==> src/rtl/serial_add_ctrl.sv <==
// Multi-cycle wide adder: one SLICE-bit ripple slice is reused NSLICE times,
// least-significant slice first, with the carry held in a register between cycles.
module serial_add_ctrl #(
  parameter int WIDTH = 16,
  parameter int SLICE = 4
) (
  input  logic             clk,
  input  logic             reset,
  input  logic             in_valid,
  output logic             in_ready,
  input  logic [WIDTH-1:0] a,
  input  logic [WIDTH-1:0] b,
  input  logic             cin,
  output logic             out_valid,
  input  logic             out_ready,
  output logic [WIDTH-1:0] sum,
  output logic             cout,
  output logic             busy,
  output logic [1:0]       state_dbg
);

  // Handshakes: a transfer happens on a rising edge where valid && ready are
  // both high; ready never depends on valid, and each side holds its payload
  // stable while its valid is high and the transfer has not yet occurred.

  localparam int NSLICE = WIDTH / SLICE;
  localparam int IDXW   = (NSLICE > 1) ? $clog2(NSLICE) : 1;
  localparam logic [IDXW-1:0] LAST_IDX = IDXW'(NSLICE - 1);

  typedef enum logic [1:0] {
    IDLE = 2'd0,
    RUN  = 2'd1,
    DONE = 2'd2
  } state_t;

  state_t           r_state;
  state_t           w_next_state;
  logic [IDXW-1:0]  r_idx;
  logic             r_carry;
  logic [WIDTH-1:0] r_a;
  logic [WIDTH-1:0] r_b;
  logic [WIDTH-1:0] r_work;
  logic [WIDTH-1:0] r_sum;
  logic             r_cout;

  logic             w_accept;
  logic             w_last;
  logic [SLICE:0]   w_slice_res;
  logic [WIDTH-1:0] w_work_next;

  assign w_accept = (r_state == IDLE) && in_valid;
  assign w_last   = (r_state == RUN) && (r_idx == LAST_IDX);

  // The shared slice: full SLICE+1-bit result so the carry is never lost.
  always_comb begin
    w_slice_res = {1'b0, r_a[r_idx*SLICE +: SLICE]}
                + {1'b0, r_b[r_idx*SLICE +: SLICE]}
                + {{SLICE{1'b0}}, r_carry};
    w_work_next = r_work;
    w_work_next[r_idx*SLICE +: SLICE] = w_slice_res[SLICE-1:0];
  end

  always_comb begin
    w_next_state = r_state;
    case (r_state)
      IDLE:    if (in_valid)  w_next_state = RUN;
      RUN:     if (w_last)    w_next_state = DONE;
      DONE:    if (out_ready) w_next_state = IDLE;
      default:                w_next_state = IDLE;
    endcase
  end

  always_ff @(posedge clk or posedge reset) begin
    if (reset) begin
      r_state <= IDLE;
      r_idx   <= '0;
      r_carry <= 1'b0;
      r_a     <= '0;
      r_b     <= '0;
      r_work  <= '0;
      r_sum   <= '0;
      r_cout  <= 1'b0;
    end else begin
      r_state <= w_next_state;
      if (w_accept) begin
        r_a     <= a;
        r_b     <= b;
        r_carry <= cin;
        r_idx   <= '0;
        r_work  <= '0;
      end else if (r_state == RUN) begin
        r_work  <= w_work_next;
        r_carry <= w_slice_res[SLICE];
        if (w_last) begin
          r_idx  <= '0;
          r_sum  <= w_work_next;
          r_cout <= w_slice_res[SLICE];
        end else begin
          r_idx <= r_idx + IDXW'(1);
        end
      end
    end
  end

  assign in_ready  = (r_state == IDLE);
  assign busy      = (r_state == RUN);
  assign out_valid = (r_state == DONE);
  assign sum       = r_sum;
  assign cout      = r_cout;
  assign state_dbg = r_state;

endmodule

==> config.mk <==
export PLATFORM = sky130hd
export DESIGN_NAME = serial_add_ctrl
export DESIGN_NICKNAME = d
export VERILOG_FILES = /design/src/rtl/serial_add_ctrl.sv
export SDC_FILE = /design/constraint.sdc
export NUM_CORES = 1
export LEC_CHECK = 0
export ABC_AREA = 1
export BUFFER_PORTS_ARGS = -buffer_cell sky130_fd_sc_hd__buf_2
export CORE_ASPECT_RATIO = 1.4
export CORE_MARGIN = 4
export CORE_UTILIZATION = 36
export DETAILED_ROUTE_END_ITERATION = 10
export GPL_TIMING_DRIVEN = 0
export PLACE_DENSITY_LB_ADDON = 0.05
export SYNTH_ARGS = -nofsm -noshare
export SYNTH_HDL_FRONTEND = slang
export SYNTH_SLANG_ARGS = --single-unit
==> constraint.sdc <==
create_clock -name clk -period 3.4 [get_ports clk]
set_input_delay 1.02 -clock clk [delete_from_list [all_inputs] [get_ports clk]]
set_output_delay 1.02 -clock clk [all_outputs]
set_load 0.02 [all_outputs]
==> results of run 1 <==
==> through the flow <==
| stage | TNS (ps) | power, mW | area (um^2) |
|---|---|---|---|
| after floorplan | 0 | 2.766 | 3191 |
| after global placement | -15680 | 3.353 | 3612 |
| after detailed placement | 0 | 3.383 | 3615 |
| after CTS | 0 | 4.244 | 3880 |
| after global routing | 0 | 4.562 | 3880 |
| final | 0 | 4.185 | 3880 |
==> worst reg2reg max path: cells and delay by family (launching register included) <==
kind                     cells  cell delay, ps
AO/OA/AOI/OAI                2             330
XOR/XNOR                     1             250
adder cells (fa/ha/maj)      2             880
buffers and inverters        1             440
flip-flops                   1             580
AND/OR/NAND/NOR              6             500
==> kinds of logic after synthesis <==
kind of cell / synth area share, %
simple gates: 26.43
fa+ha+maj: 4.392
buf+inv: 7.490
xor+xnor: 0.2746
flops: 51.76
compound gates: 9.647
==> per-layer routing <==
layer	up-vias	global-route usage [%]	share of wire, %
met5	-	0	0
met4	0	6.910	2.2
met3	16	3.875	4.7
met2	65	29.39	52
met1	1271	19.94	41
li1	1382	-	-
==> sequential cells by signal (all words and copies together) (netlist names) <==
name	cells
sum	16
r_idx	2
r_a	16
cout	1
r_b	16
state_dbg	2
r_carry	1
r_work	12
==> cell type report <==
cell class                 count  area [um^2]  area share (%)
inverter                      31        123.9           3.193
sequential                    66         1652           42.57
multi-input combinational    281         1300           33.51
clock buffer                  13        250.2           6.450
timing repair buffer          58        290.3           7.481
tap                          105        131.4           3.386
clock inverter                 3        15.01          0.3870
buffer                        15        117.6           3.031
==> final timing paths <==
path	to	from	cells past startpoint
setup / recovery	r_work[6]	r_idx[1]	12
hold / removal	sum[11]	sum[11]	2
setup reg to reg	r_work[6]	r_idx[1]	12
hold reg to reg	sum[11]	sum[11]	2
max in group asynchronous	r_work[1]	reset	2
min in group asynchronous	sum[15]	reset	2
==> cells in the final DEF, fill, tap and decap left out, types with 9 or more instances in the layout <==
cell,netlist,routed
buf_2,4,62
clkbuf_16,0,9
dfrtp_1,66,66
inv_1,26,25
nand2_1,173,173
nor2_1,24,24
o21ai_0,29,29
o22ai_1,14,14
==> synth_stat cells, drive strengths merged <==
cell,count
nor2,27
o22ai,14
nor3,1
clkinv,2
a21oi,4
fa,2
buf,14
xor2,1
clkbuf,1
dfrtp,66
nand4,2
o21ai,37
ha,8
nand3,8
nand2,175
inv,29
o31ai,1
o21bai,1
==> where the power goes <==
part           total (mW)  switching (mW)  leakage [nW]  internal [mW]
logic                2.04            1.34          1.09          0.706
clock network       0.831           0.322         0.133          0.509
registers            1.31           0.199         0.860           1.11
==> summary.txt, run 1 <==
status: completed
post-CTS setup buffer count: 0
Critical Path, Cell by Cell: clkinv_1 > o21ai_0 > o22ai_1 > fa_1 > fa_1 > xor2_1 > nand2_1 > nor2_2 > nand2_1 > nand2_1 > nand2_1 > nand2_1
Post-DRT Antenna Nets: 0
clk_lat worst skew: 330 ps
maxcap violations: 0
WS Path Type: reg -> reg
initial antenna violation count: 0
Die Ht: 119.4 um
utilization after layout: 45.07%
first-pass GRT wire length: 13,450 um
pre-CTS WS: 338.1 ps
DRC: 0
Final Skew: 3.878 ps
Max rail drop VDD: 0.5363 mV
Seq/Total Area, Yosys: 51.76%
Yosys top cell area share: 51.76%
Max Fanout on Critical Path: 12
post-synth top area cell: dfrtp_1
CP Launch Type: register
PostCTS Resize Cnt: 0
Yosys cell types: 27
DR WL/cell: 14.32 um
vias in the first global route: 2,749
Core Region: 8608 um^2
filler instances: 895
RSZ-0062 raised after global routing: no
DRT iter0 DRCs: 110
syn nets: 440
CP max stage cell: dfrtp_1
Hold Fails Final Rpt: 0
Mean Syn Cell Area: 8.118 um^2
P&R area growth vs syn: 21.61%
setup ws final: 340.6 ps
Worst-Margin Slew: 822.2 ps
Pre-antenna DRT Iters: 5
Port Buf Inserts: 58
CTS Sinks: 66
Post-Layout Cell Count: 572
largest net degree at the start of global routing: 67
num rows: 40
Hold WS: 470.0 ps
flops & latches, synth: 66
# setup viols final: 0
Max Clock Freq: 326.9 MHz
Worst Path Arrival: 3330 ps
final period utilization: 89.98%
Post-DP HPWL: 5922 um
Die W: 87.57 um
via count: 2,734
worst min-delay path category: reg -> reg
P per Cell Area: 1078 nW/um^2
diode count: 0
Crit path top cell by count: nand2_1
via density per instance: 4.780
die area: 10,450 um^2
Post-Route WL: 8193 um
Final Critical Period: 3059 ps
nets: 509
CP top delay family: adder cells
clock-pin slew on the worst setup and hold paths: 50 ps
fin. max-slew vios: 0
total global routing overflow: 0
total track usage: 17.04%
Post-CTS Hold Buffers: 0
CTS H-tree depth: 3
Initial Util: 37.06%
Final Wtd Congestion: 0.9115
share of layout cells above drive strength 1: 20.34%
YS warnings: 0
Num CTS Buffers: 9
CTS tree: yes
CP required: 3670 ps
buffer levels on the longest clock path: 2
slowest stage delay, CP: 580 ps
root buffer cell: clkbuf_16
Buf/Inv on CP: 1
Crit. End Element: register
Mapped Cells: 393
Mapped Area: 3191 um^2
worst relative slew slack: 45.18%
flop2flop setup slack: 340 ps
synth top area cells: dfrtp_1, nand2_1, o21ai_0, ha_1, inv_1
placed cells: 556
leakage: 2.083 nW
I/O pins: 59
(Power assumes the default switching activity.)
==> run 2: changes to the inputs <==
--- a/config.mk
+++ b/config.mk
@@ -5,10 +5,8 @@
 export SDC_FILE = /design/constraint.sdc
 export NUM_CORES = 1
 export LEC_CHECK = 0
-export ABC_AREA = 1
 export BUFFER_PORTS_ARGS = -buffer_cell sky130_fd_sc_hd__buf_2
 export CORE_ASPECT_RATIO = 1.4
-export CORE_MARGIN = 4
 export CORE_UTILIZATION = 36
 export DETAILED_ROUTE_END_ITERATION = 10
 export GPL_TIMING_DRIVEN = 0
==> run 2 against run 1 <==
Hold slack improved by 19 ps. Wire length fell by 14%. Combinational power rose by 16%. Via count fell by 21%. Synthesized cell count fell by 41%. Register-to-register slack got worse by 50 ps. Critical path type unchanged. Largest cell class unchanged. Largest power group unchanged.
==> summary.txt, run 2 <==
Final Critical Period: 3109 ps (+49.39 ps)
Mean Syn Cell Area: 13.25 um^2 (+63%)
nets: 349 (-31%)
CTS H-tree depth: 3 (unchanged)
syn nets: 280 (-36%)
diode count: 0 (unchanged)
total track usage: 18.09% (+1.1 points)
Max Clock Freq: 321.7 MHz (-1.6%)
commonest non-fill, non-tap cell in the layout: dfrtp_1
Post-DRT Antenna Nets: 0 (unchanged)
CTS Sinks: 66 (unchanged)
Core Region: 8247 um^2 (-4.2%)
Mapped Cells: 233 (-41%)
post-synth top area cell: dfrtp_1
Die W: 80.28 um (-8.3%)
Mapped Area: 3088 um^2 (-3.2%)
Hold WS: 489.2 ps (+19.21 ps)
flops & latches, synth: 66 (unchanged)
Crit. End Element: register
first-pass GRT wire length: 11,760 um (-13%)
Post-Route WL: 7028 um (-14%)
initial antenna violation count: 0 (unchanged)
DRT iter0 DRCs: 106 (-3.6%)
worst min-delay path category: reg -> reg
Yosys top cell area share: 53.48% (+1.7 points)
Port Buf Inserts: 58 (unchanged)
Initial Util: 37.45% (+0.38 points)
utilization after layout: 46.02% (+0.94 points)
clock-pin slew on the worst setup and hold paths: 50 ps (about the same)
Hold Fails Final Rpt: 0 (unchanged)
DRC: 0 (unchanged)
Worst Path Arrival: 3320 ps (about the same)
most frequent cells in the layout: dfrtp_1, buf_2, mux2_2
Post-CTS Hold Buffers: 0 (unchanged)
filler instances: 796 (-11%)
CP Launch Type: register
worst relative slew slack: 36.84% (-8.3 points)
PostCTS Resize Cnt: 0 (unchanged)
leakage: 1.753 nW (-16%)
total global routing overflow: 0 (unchanged)
Max rail drop VDD: 0.5963 mV (+11%)
fin. max-slew vios: 0 (unchanged)
vias in the first global route: 2,232 (-19%)
commonest register cell after synthesis: dfrtp_1
# setup viols final: 0 (unchanged)
synth top area cells: dfrtp_1, mux2_2, mux4_2, ha_1, nor2_1
die area: 8957 um^2 (-14%)
post-CTS setup buffer count: 0 (unchanged)
root buffer cell: clkbuf_16
Final Skew: 4.218 ps (+0.3393 ps)
Max Fanout on Critical Path: 10 (-2)
Yosys cell types: 42 (+56%)
DR WL/cell: 17.23 um (+20%)
final period utilization: 91.44% (+1.5 points)
CP required: 3610 ps (-60 ps)
clk_lat worst skew: 330 ps (about the same)
commonest cells in the netlist: dfrtp_1, mux2_2, nor2_1
most frequent cell after synthesis: dfrtp_1
P&R area growth vs syn: 22.89%
P per Cell Area: 1217 nW/um^2 (+13%)
Seq/Total Area, Yosys: 53.48% (+1.7 points)
WS Path Type: reg -> reg
Die Ht: 111.6 um (-6.5%)
largest net degree at the start of global routing: 67 (unchanged)
CTS tree: yes
I/O pins: 59 (unchanged)
YS warnings: 0 (unchanged)
Final Wtd Congestion: 0.7718 (-15%)
share of layout cells above drive strength 1: 42.81% (+22 points)
via density per instance: 5.282 (+11%)
via count: 2,155 (-21%)
status: completed
num rows: 39 (-2.5%)
maxcap violations: 0 (unchanged)
Post-DP HPWL: 5056 um (-15%)
buffer levels on the longest clock path: 2 (unchanged)
RSZ-0062 raised after global routing: no
fraction of registers with async set/reset: 100.0% (unchanged)
Worst-Margin Slew: 940.1 ps (+117.9 ps)
Post-synth EDFFs: 0 (unchanged)
Pre-antenna DRT Iters: 4 (-1)
Num CTS Buffers: 9 (unchanged)
==> run 2: changes by cell type after synthesis, moves of 8 or more <==
cell	change
a32o_1	+9
o21ai_0	-26
mux2_2	+30
o21ai_1	-8
mux4_2	+8
nand3_1	-8
o22ai_1	-13
a221oi_1	+9
nand2_1	-165
inv_1	-19
==> run 2: path summary, 6_finish.rpt <==
check / slack (ps) / start / cells after the start / endpoint
setup / recovery: 290 / r_idx[0] / 7 / sum[2]
hold / removal: 490 / r_work[5] / 1 / r_work[5]
setup reg to reg: 290 / r_idx[0] / 7 / sum[2]
hold reg to reg: 490 / r_work[5] / 1 / r_work[5]
max in group asynchronous: 2000 / reset / 2 / r_a[1]
min in group asynchronous: 860 / reset / 2 / sum[1]
==> run 2: area by class of cell <==
class | count | area [um^2] | area share, %
multi-input combinational | 145 | 1310 | 34.52
buffer | 14 | 96.34 | 2.539
tap | 102 | 127.6 | 3.363
timing repair buffer | 58 | 290.3 | 7.649
sequential | 66 | 1652 | 43.52
clock inverter | 3 | 40.04 | 1.055
inverter | 8 | 32.53 | 0.8572
clock buffer | 12 | 246.5 | 6.495
==> run 2: cells by family after synthesis <==
| family | after synthesis | share of synthesized area [%] |
|---|---|---|
| compound gates | 44 | 11.63 |
| xor+xnor | 2 | 0.5674 |
| fa+ha+maj | 10 | 4.538 |
| buf+inv | 22 | 4.093 |
| flops | 66 | 53.48 |
| mux | 40 | 17.50 |
| simple gates | 49 | 8.185 |
==> run 2: critical path: stages, from the launching register on <==
cell	delay (ps)
dfrtp_1	490
buf_2	360
mux4_2	590
fa_1	430
fa_1	460
xor2_1	250
a221oi_1	330
nor2_1	70
==> run 2: per-layer routing <==
layer  GRT usage (%)  part of all wire [%]  up-vias
met5               0                     0        -
met4           8.810                   2.2        0
met2           29.46                    53       69
met3           5.000                   4.1       11
met1           21.76                    40     1080
li1                -                     -      995
==> run 2: power breakdown <==
part	leakage, nW	internal, mW	switching, mW
Sequential	0.815	1.15	0.194
Combinational	0.796	1.00	1.37
Clock	0.142	0.581	0.322
Total	1.75	2.73	1.89
==> run 2: through the flow <==
stage	cells	setup WS, ps	power (mW)	cell area, um^2	setup TNS, ps
4_1_cts	408	237.6	4.701	3795	0
3_3_place_gp	393	-240.0	3.730	3506	-15450
5_1_grt	408	44.37	4.965	3795	0
2_1_floorplan	233	633.2	3.037	3088	0
6_report	408	291.2	4.617	3795	0
3_5_place_dp	393	251.9	3.782	3508	0
